## src/rtl/cache_pkg.sv

```systemverilog
// Shared types and helpers for the trace front-end: op-byte encodings, feeder
// states, the buffered request record, and the index/tag address split.
package cache_pkg;

  localparam int unsigned ADDR_W = 48;

  localparam logic [7:0] OP_R_U = 8'h52;
  localparam logic [7:0] OP_R_L = 8'h72;
  localparam logic [7:0] OP_W_U = 8'h57;
  localparam logic [7:0] OP_W_L = 8'h77;

  typedef enum logic [1:0] {IDLE, RUN, DRAIN, DONE} feed_state_t;

  typedef struct packed {
    logic              is_write;
    logic [ADDR_W-1:0] addr;
  } trace_req_t;

  typedef struct packed {
    logic [31:0] index;
    logic [31:0] tag;
  } addr_split_t;

  function automatic logic op_is_legal(input logic [7:0] op);
    return (op == OP_R_U) || (op == OP_R_L) || (op == OP_W_U) || (op == OP_W_L);
  endfunction

  function automatic logic op_is_write(input logic [7:0] op);
    return (op == OP_W_U) || (op == OP_W_L);
  endfunction

  // Drop the line offset, then split the remaining line address into set index and tag.
  function automatic addr_split_t addr_split(input logic [ADDR_W-1:0] addr,
                                             input int unsigned       off,
                                             input int unsigned       ib);
    logic [ADDR_W-1:0] line;
    logic [ADDR_W-1:0] mask;
    addr_split_t       r;
    line    = addr >> off;
    mask    = (ADDR_W'(1) << ib) - ADDR_W'(1);
    r.index = 32'(line & mask);
    r.tag   = 32'(line >> ib);
    return r;
  endfunction

endpackage

```

## src/rtl/trace_fifo.sv

```systemverilog
// Small synchronous FIFO for buffered trace records; power-of-2 depth so the
// pointers wrap naturally.
module trace_fifo #(
  parameter  int unsigned DEPTH = 4,
  parameter  int unsigned WIDTH = 8,
  localparam int unsigned PTR_W = $clog2(DEPTH),
  localparam int unsigned CNT_W = PTR_W + 1
) (
  input  logic             clk,
  input  logic             rst_n,
  input  logic             push,
  input  logic [WIDTH-1:0] wdata,
  input  logic             pop,
  output logic [WIDTH-1:0] rdata,
  output logic             full,
  output logic             empty,
  output logic [CNT_W-1:0] count
);

  logic [WIDTH-1:0] mem_q [DEPTH];
  logic [PTR_W-1:0] wr_ptr_q, wr_ptr_d;
  logic [PTR_W-1:0] rd_ptr_q, rd_ptr_d;
  logic [CNT_W-1:0] count_q, count_d;
  logic             do_push, do_pop;

  assign full    = (count_q == CNT_W'(DEPTH));
  assign empty   = (count_q == '0);
  assign count   = count_q;
  assign rdata   = mem_q[rd_ptr_q];
  assign do_push = push && !full;
  assign do_pop  = pop && !empty;

  // NOTE: every signal written in always_comb gets a default first so no path leaves it unassigned (no latch).
  always_comb begin
    wr_ptr_d = wr_ptr_q;
    rd_ptr_d = rd_ptr_q;
    count_d  = count_q;
    if (do_push) wr_ptr_d = wr_ptr_q + PTR_W'(1);
    if (do_pop)  rd_ptr_d = rd_ptr_q + PTR_W'(1);
    case ({do_push, do_pop})
      2'b10:   count_d = count_q + CNT_W'(1);
      2'b01:   count_d = count_q - CNT_W'(1);
      default: count_d = count_q;
    endcase
  end

  // NOTE: state registers use non-blocking assignment so every flop samples pre-edge values.
  always_ff @(posedge clk or negedge rst_n) begin
    if (!rst_n) begin
      wr_ptr_q <= '0;
      rd_ptr_q <= '0;
      count_q  <= '0;
    end else begin
      wr_ptr_q <= wr_ptr_d;
      rd_ptr_q <= rd_ptr_d;
      count_q  <= count_d;
    end
  end

  // NOTE: storage is deliberately not reset; count_q gates every read, so stale entries are never visible.
  always_ff @(posedge clk) begin
    if (do_push) mem_q[wr_ptr_q] <= wdata;
  end

endmodule

```

## src/rtl/cache_trace_feeder.sv

```systemverilog
// Trace front-end: validates op bytes, buffers records, splits addresses into
// L1/L2 index/tag and presents them through a single output register slice.
module cache_trace_feeder
  import cache_pkg::*;
#(
  parameter int unsigned BLOCK_SIZE = 64,
  parameter int unsigned L1_NUMSETS = 64,
  parameter int unsigned L2_NUMSETS = 512,
  parameter int unsigned FIFO_DEPTH = 4,
  parameter int unsigned CNT_W      = 18
) (
  input  logic              clk,
  input  logic              reset,
  input  logic              in_valid,
  output logic              in_ready,
  input  logic [7:0]        in_op,
  input  logic [ADDR_W-1:0] in_addr,
  input  logic              in_last,
  output logic              out_valid,
  input  logic              out_ready,
  output logic              out_is_write,
  output logic [ADDR_W-1:0] out_addr,
  output logic [31:0]       out_l1_index,
  output logic [31:0]       out_l1_tag,
  output logic [31:0]       out_l2_index,
  output logic [31:0]       out_l2_tag,
  output logic [CNT_W-1:0]  out_seq,
  output logic [CNT_W-1:0]  rec_count,
  output logic [CNT_W-1:0]  bad_count,
  output logic              done
);

  localparam int unsigned OFF        = $clog2(BLOCK_SIZE);
  localparam int unsigned L1_IB      = $clog2(L1_NUMSETS);
  localparam int unsigned L2_IB      = $clog2(L2_NUMSETS);
  localparam int unsigned FIFO_CNT_W = $clog2(FIFO_DEPTH) + 1;

  feed_state_t           state_q, state_d;
  logic                  out_valid_q, out_valid_d;
  trace_req_t            out_req_q, out_req_d;
  addr_split_t           l1_q, l1_d, l2_q, l2_d;
  logic [CNT_W-1:0]      rec_count_q, rec_count_d;
  logic [CNT_W-1:0]      bad_count_q, bad_count_d;

  trace_req_t            push_req, head;
  logic                  fifo_full, fifo_empty;
  logic [FIFO_CNT_W-1:0] fifo_count;
  logic                  in_fire, legal, push, pop, fire;

  // Gating with reset keeps in_ready low while reset is held, not just after it.
  assign in_ready = reset && ((state_q == IDLE) || (state_q == RUN)) && !fifo_full;
  assign in_fire  = in_valid && in_ready;
  assign legal    = op_is_legal(in_op);
  assign push     = in_fire && legal;
  assign fire     = out_valid_q && out_ready;
  // Slice refills when empty or emptying this cycle: one record per cycle.
  assign pop      = !fifo_empty && (!out_valid_q || out_ready);

  assign push_req.is_write = op_is_write(in_op);
  assign push_req.addr     = in_addr;

  trace_fifo #(
    .DEPTH (FIFO_DEPTH),
    .WIDTH ($bits(trace_req_t))
  ) u_fifo (
    .clk   (clk),
    .rst_n (reset),
    .push  (push),
    .wdata (push_req),
    .pop   (pop),
    .rdata (head),
    .full  (fifo_full),
    .empty (fifo_empty),
    .count (fifo_count)
  );

  always_comb begin
    state_d     = state_q;
    out_valid_d = out_valid_q;
    out_req_d   = out_req_q;
    l1_d        = l1_q;
    l2_d        = l2_q;
    rec_count_d = rec_count_q;
    bad_count_d = bad_count_q;

    unique case (state_q)
      IDLE:    if (in_fire) state_d = in_last ? DRAIN : RUN;
      RUN:     if (in_fire && in_last) state_d = DRAIN;
      DRAIN:   if ((fifo_count == '0) && !out_valid_q) state_d = DONE;
      DONE:    state_d = DONE;
      default: state_d = IDLE;
    endcase

    if (pop) begin
      out_valid_d = 1'b1;
      out_req_d   = head;
      l1_d        = addr_split(head.addr, OFF, L1_IB);
      l2_d        = addr_split(head.addr, OFF, L2_IB);
    end else if (fire) begin
      out_valid_d = 1'b0;
    end

    if (fire && (rec_count_q != '1))           rec_count_d = rec_count_q + CNT_W'(1);
    if (in_fire && !legal && (bad_count_q != '1)) bad_count_d = bad_count_q + CNT_W'(1);
  end

  always_ff @(posedge clk or negedge reset) begin
    if (!reset) begin
      state_q     <= IDLE;
      out_valid_q <= 1'b0;
      out_req_q   <= '0;
      l1_q        <= '0;
      l2_q        <= '0;
      rec_count_q <= '0;
      bad_count_q <= '0;
    end else begin
      state_q     <= state_d;
      out_valid_q <= out_valid_d;
      out_req_q   <= out_req_d;
      l1_q        <= l1_d;
      l2_q        <= l2_d;
      rec_count_q <= rec_count_d;
      bad_count_q <= bad_count_d;
    end
  end

  assign out_valid    = out_valid_q;
  assign out_is_write = out_req_q.is_write;
  assign out_addr     = out_req_q.addr;
  assign out_l1_index = l1_q.index;
  assign out_l1_tag   = l1_q.tag;
  assign out_l2_index = l2_q.index;
  assign out_l2_tag   = l2_q.tag;
  // The presented request's ordinal is the count of requests issued before it.
  assign out_seq      = rec_count_q;
  assign rec_count    = rec_count_q;
  assign bad_count    = bad_count_q;
  assign done         = (state_q == DONE);

endmodule
```

## config.mk

```make
export PLATFORM = sky130hd
export DESIGN_NAME = cache_trace_feeder
export DESIGN_NICKNAME = d
export VERILOG_FILES = /design/src/rtl/cache_pkg.sv /design/src/rtl/trace_fifo.sv /design/src/rtl/cache_trace_feeder.sv
export SDC_FILE = /design/constraint.sdc
export NUM_CORES = 1
export LEC_CHECK = 0
export CAP_MARGIN = 25
export CORE_ASPECT_RATIO = 1.75
export CORE_MARGIN = 1
export CORE_UTILIZATION = 45
export CTS_CLUSTER_DIAMETER = 80
export DETAILED_ROUTE_END_ITERATION = 10
export HOLD_SLACK_MARGIN = 0.02
export PLACE_DENSITY_LB_ADDON = 0.15
export SETUP_SLACK_MARGIN = 0.5
export SLEW_MARGIN = 10
export SYNTH_ARGS = -nofsm -noshare
export SYNTH_HDL_FRONTEND = slang
export SYNTH_SLANG_ARGS = --single-unit
```

## constraint.sdc

```tcl
create_clock -name clk -period 4.55 [get_ports clk]
set_clock_uncertainty 0.15 [all_clocks]
set_input_delay 0.455 -clock clk [delete_from_list [all_inputs] [get_ports clk]]
set_output_delay 0.455 -clock clk [all_outputs]
set_load 0.005 [all_outputs]
```

==> results of run 1 <==
==> worst max-delay path by stage <==
stage | start | endpoint | slack [ns]
after floorplan | in_op[3] | u_fifo.mem_q[0][0]$_DFFE_PP_ | 1.46
after global placement | in_op[6] | u_fifo.mem_q[1][42]$_DFFE_PP_ | 0.98
after detailed placement | in_op[6] | u_fifo.mem_q[1][43]$_DFFE_PP_ | 0.82
after CTS | reset | u_fifo.mem_q[1][30]$_DFFE_PP_ | 1.29
after global routing | reset | u_fifo.mem_q[1][35]$_DFFE_PP_ | 1.13
final | reset | u_fifo.mem_q[1][33]$_DFFE_PP_ | 1.36
==> flip-flops by register name, summed over array words and instances, names as in the netlist, 2 cells and up <==
register,cells
bad_count,18
u_fifo.wr_ptr_q,2
out_seq,18
state_q,2
u_fifo.mem_q,196
out_addr,48
u_fifo.count,3
u_fifo.rd_ptr_q,2
==> power groups by stage <==
stage / Clock (mW) / Combinational [mW] / Sequential (mW)
3_3_place_gp: 0 / 2.66 / 3.72
4_1_cts: 2.34 / 2.83 / 3.60
2_1_floorplan: 0 / 1.77 / 3.48
3_5_place_dp: 0 / 2.82 / 3.65
6_report: 2.28 / 2.78 / 3.58
5_1_grt: 2.44 / 2.99 / 3.65
==> kinds of logic (layout without fill, tap and decap cells) <==
family,after synthesis,after routing,share of synthesized area (%)
adder cells (fa/ha/maj),8,8,0.875
multiplexers,103,103,13.9
AO/OA/AOI/OAI,15,15,1.19
other,1,49,0.0305
buffers and inverters,177,317,9.96
XOR/XNOR,37,37,2.64
flip-flops,291,291,67.2
AND/OR/NAND/NOR,93,93,4.18
==> synthesized netlist by cell type, drive strengths merged <==
cell type	number	area, sq um
edfxtp	196	5890
buf	156	1150
dfrtp	95	2380
mux2	52	589
mux4	49	1100
nand2	21	78.8
xor2	21	184
xnor2	16	140
nand3	15	87.6
nor2	15	56.3
inv	14	52.6
nor3	9	45.0
and2	7	43.8
clkbuf	7	26.3
ha	7	87.6
nand4	6	37.5
a21oi	4	23.8
and4	4	37.5
nor4	4	25.0
and3	3	18.8
a21o	2	15.0
mux2i	2	20.0
nand2b	2	12.5
o21ai	2	10.0
or3	2	12.5
a21boi	1	7.51
a311oi	1	8.76
conb	1	3.75
fa	1	20.0
nand3b	1	7.51
nand4b	1	8.76
nor4b	1	23.8
nor4bb	1	10.0
o2111ai	1	8.76
o21bai	1	7.51
o311ai	1	26.3
o41a	1	11.3
o41ai	1	27.5
or2	1	8.76
==> per-layer routing <==
metal | GRT usage [%] | vias to the layer above | routed length (microns)
li1 | - | 2828 | -
met1 | 18.6 | 3245 | 8660
met2 | 32.3 | 199 | 13400
met3 | 2.68 | 31 | 1090
met4 | 5.28 | 0 | 481
met5 | 0 | - | 0
==> layout make-up <==
type | instances | area share (%)
clock buffers | 33 | 4.72
clock inverters | 15 | 1.23
inverters | 14 | 0.346
multi-input cells | 305 | 19.8
flip-flops and latches | 291 | 54.4
well taps | 324 | 2.67
repair buffers | 255 | 16.9
==> per-stage QoR <==
stage               utilization (%)  hold WS (ns)
finish                         57.0         0.233
global route                   57.0         0.253
CTS                            56.9         0.223
detailed placement             53.4         0.257
global placement               53.3         0.250
floorplan                         -       0.00941
==> results.yml, run 1 <==
floorplanning:
  start_util_pct: 46.1
  fp.dieArea_sq_mm: 0.0280
  die_y_microns: 221
  placementRows: 79
  io_pins: 295
  core_area_sq_mm: 0.0267
  fp.dieW_microns: 127
synth:
  synth_area_per_cell_sq_um: 17.0
  ys_seq_elements: 291
  synth.yosys.warnings: 0
  yosysSeqAreaShare_pct: 67.2
  netlist-cell-type-count: 45
  synth_cells: 725
  synthesis.area_sq_mm: 0.0123
critical_path:
  r2r-end: "u_fifo.mem_q[1][33]$_DFFE_PP_"
  path_common_cell: "buf_4"
  cp.required_ns: 4.62
  cp-start-kind: "input pin"
  timing.critical_path.slowest_cell_delay_ns: 0.71
  critPathBufInv: 3
  path_delay_family: "simple AND/OR/NAND/NOR gates"
  reg2reg_from: "state_q[1]$_DFFE_PN0P_"
  cp.depth: 7
  reg2reg_depth: 5
  path_cells: "dlygate4sd3_1 -> buf_4 -> nand3b_1 -> a21o_1 -> nor2_1 -> and2_2 -> buf_4"
  worstSetupPathType: "in2reg"
  slowest_stage: "and2_2"
  rrSetupSlack_ns: 1.74
  crit_fanout: 25
  crit_path_end_kind: "register"
  critPathArrivalTime_ns: 3.25
sta:
  finalWorstSetupSlack_ns: 1.36
  tightestPinTransition_ns: 0.827
  setup_violations: 0
  fin_setup_tns_ns: 0
  finalCriticalPeriod_ns: 3.19
  max_freq_mhz: 314
  slew_violations: 0
  hold_violations: 0
  period_share_pct: 70.0
  rsz0062_at_grt: "no"
  slew_headroom_pct: 44.9
pwr:
  p_total_mw: 8.64
  power_switching_share_pct: 26.1
  p_int_mw: 6.39
  vdd_drop_max_uv: 346
  seqPwrFrac_pct: 41.4
  power_density_mw_per_mm2: 568
  pwr-share-clk_pct: 26.4
  combPwrFrac_pct: 32.1
  leakage_nw: 5.58
  p_switching_mw: 2.25
clocking:
  clock_latency_ns: 0.53
  holdBufCountCts: 1
  cts_setup_buffers: 0
  cts.sinks: 291
  cts_buffers: 26
  clkSlewWorstSetupHoldPaths_ns: 0.07
  cts_tree: "done"
  cts_root_buf: "clkbuf_16"
  htree_levels: 1
  ctsResizeCount: 0
  clk_path_buf_depth: 3
final_layout:
  multiInputGateArea_sq_mm: 0.00301
  nFillCells: 2056
  final_nets: 962
  seq_area_sq_mm: 0.00827
  layout-drive-gt1-share_pct: 18.3
  layout_common_cells: "clkdlybuf4s50_1 (243), edfxtp_1 (196), dfrtp_1 (93)"
  area_delta_synth_final_pct: 23.6
  final_common_cell: "clkdlybuf4s50_1"
  stdcell_count: 1237
  final_cell_area_sq_mm: 0.0152
  num_antenna_cells: 0
drt:
  wl_per_cell_microns: 19.1
  vias: 6303
  drc_errors: 0
  drt_pass1_iterations: 5
  drt_iter0_drc: 217
  vias_per_cell: 5.10
  totalWireLength_microns: 23600
  drtAntennaViolNets: 0
global_routing:
  grt_pass1_vias: 6464
  grt_max_degree: 74
  grt_use_total_pct: 16.7
  grt_overflow_total: 0
  antenna_found_initial: 0
  grt_pass1_wl_microns: 35600
place:
  io_buffers: 244
  dpl_cell_area_sq_mm: 0.0143
  dp_hpwl_microns: 15300
  routabilityCongestion: 0.813
  dp_slack_ns: 0.824
  dpl.cell_count: 1187
status:
  outcome: "complete, no violations"
flow_run:
  cap_violations: 0
worst_hold_path:
  hold_class: "in2async"
No activity file was read; power rests on OpenSTA's default activity.
==> inputs of run 2 (changes only) <==
Clock period 4.55 ns to 2.7 ns, I/O delays scaled along.
==> run 2 against run 1 <==
Wire length up 3.1%. Register-to-register slack worse by 1.1 ns. Largest power group unchanged. Global-route usage grew 0.71 points. Sequential power rose by 66%. Critical endpoint is now bad_count[1]$_DFFE_PN0P_. Final area grew 2.3%. Highest routed layer is now met5. Core utilization increased by 1.3 points.
==> results.yml, run 2 (synthesized netlist as in run 1, its figures left out) <==
global_routing:
  grt_overflow_total: 0
  grt_pass1_vias: 6700
  grt_pass1_wl_microns: 37200
  antenna_found_initial: 1
  grt_max_degree: 52
  grt_use_total_pct: 17.5
clocking:
  cts_buffers: 26
  clkSlewWorstSetupHoldPaths_ns: 0.06
  htree_levels: 1
  cts_tree: "done"
  clock_latency_ns: 0.53
  cts_root_buf: "clkbuf_16"
  cts.sinks: 291
  clk_path_buf_depth: 3
final_layout:
  final_cell_area_sq_mm: 0.0155
  stdcell_count: 1257
  largest_register_ff_count: 196
  num_antenna_cells: 0
  final_common_cell: "clkdlybuf4s50_1"
  layout_common_cells: "clkdlybuf4s50_1 (242), edfxtp_1 (196), dfrtp_1 (92)"
  finish.utilization_pct: 58.2
  final_nets: 983
  layout-drive-gt1-share_pct: 20.8
  area_delta_synth_final_pct: 26.4
  top_register: "u_fifo.mem_q"
place:
  dpl_cell_area_sq_mm: 0.0145
  dpl.cell_count: 1201
  io_buffers: 244
  routabilityCongestion: 0.778
  dp_hpwl_microns: 16500
critical_path:
  crit_path_end_kind: "register"
  cp.required_ns: 2.97
  reg2reg_depth: 4
  crit_fanout: 10
  worstSetupPathType: "reg2reg"
  critPathArrivalTime_ns: 2.35
  cp-start-kind: "register"
pwr:
  vdd_drop_max_uv: 523
  seqPwrFrac_pct: 40.3
  combPwrFrac_pct: 33.9
  p_int_mw: 10.9
  pwr-share-clk_pct: 25.7
  p_switching_mw: 3.87
  power_density_mw_per_mm2: 947
  p_total_mw: 14.7
  leakage_nw: 5.73
  power_switching_share_pct: 26.3
drt:
  vias: 6397
  wl_per_cell_microns: 19.4
  vias_per_cell: 5.09
  drt_pass1_iterations: 4
  totalWireLength_microns: 24300
  drt_iter0_drc: 268
  drtAntennaViolNets: 0
  drc_errors: 0
worst_hold_path:
  hold_class: "in2reg"
  whs_path_depth: 2
sta:
  slew_headroom_pct: 55.1
  tightestPinTransition_ns: 0.674
  hold_violations: 0
  period_share_pct: 77.1
  finalCriticalPeriod_ns: 2.08
  rsz0062_at_grt: "no"
  slew_violations: 0
  setup_violations: 0
  max_freq_mhz: 481
  fin_setup_tns_ns: 0
floorplanning:
  core_area_sq_mm: 0.0267
  die_y_microns: 221
  fp.dieW_microns: 127
  start_util_pct: 46.1
  fp.dieArea_sq_mm: 0.0280
  io_pins: 295
  placementRows: 79
status:
  outcome: "complete, no violations"
flow_run:
  cap_violations: 0
## run 2: cell types whose count changed in the layout (fill, tap and decap cells not counted), sizes merged
cell	delta
clkdlybuf4s50	-1
clkinvlp	-2
dlygate4sd2	+1
clkinv	+2
buf	+21
bufinv	-1
## run 2: area by class of cell
class / instances / area, sq um
inverters: 14 / 52.6
clock buffers: 33 / 728
flip-flops and latches: 291 / 8270
repair buffers: 276 / 2900
fillers: 2024 / 11100
well taps: 324 / 405
clock inverters: 14 / 159
multi-input cells: 305 / 3030
## run 2: path summary, 6_finish.rpt
check	from	endpoint	slack (ns)
worst max-delay path	bad_count[3]$_DFFE_PN0P_	bad_count[1]$_DFFE_PN0P_	0.62
worst min register to register	bad_count[10]$_DFFE_PN0P_	bad_count[10]$_DFFE_PN0P_	0.35
worst min-delay path	in_last	state_q[0]$_DFFE_PN0P_	0.19
min in group asynchronous	reset	out_seq[7]$_DFFE_PN0P_	0.31
worst max register to register	bad_count[3]$_DFFE_PN0P_	bad_count[1]$_DFFE_PN0P_	0.62
max in group asynchronous	reset	u_fifo.rd_ptr_q[0]$_DFFE_PN0P_	0.91
## run 2: metal layers
layer / wire [microns] / track usage, % / up-vias
met1: 8850 / 19.3 / 3286
met3: 1000 / 2.76 / 41
li1: - / - / 2874
met4: 548 / 5.63 / 2
met5: 13 / 0 / -
met2: 13900 / 33.8 / 194
## run 2: repair_timing
item	CTS	global route
endpoints found under the setup margin	2	132
hold buffers	1	0
resized for setup	2	6
pin swaps	1	4
buffers inserted	1	7
endpoints found under the hold margin	49	0
## run 2: power by group through the flow
stage / Combinational [mW] / Clock [mW] / Sequential, mW
4_1_cts: 4.92 / 3.90 / 6.00
2_1_floorplan: 2.99 / 0 / 5.87
3_5_place_dp: 4.90 / 0 / 6.09
3_3_place_gp: 4.87 / 0 / 6.03
6_report: 4.99 / 3.79 / 5.94
5_1_grt: 5.36 / 4.06 / 6.03
## run 2: stage by stage
step,hold slack (ns),setup slack [ns]
after global routing,0.198,0.483
after floorplan,-0.176,0.314
after CTS,0.173,0.513
after global placement,0.332,0.0292
after detailed placement,0.343,0.0112
final,0.194,0.619
## run 2: worst max-delay path: stages, from the launching register on
cell and delay, ns:
dfrtp_1 0.42, nand3_1 0.21, or2_4 0.34, o311ai_4 0.50
mux2_4 0.34
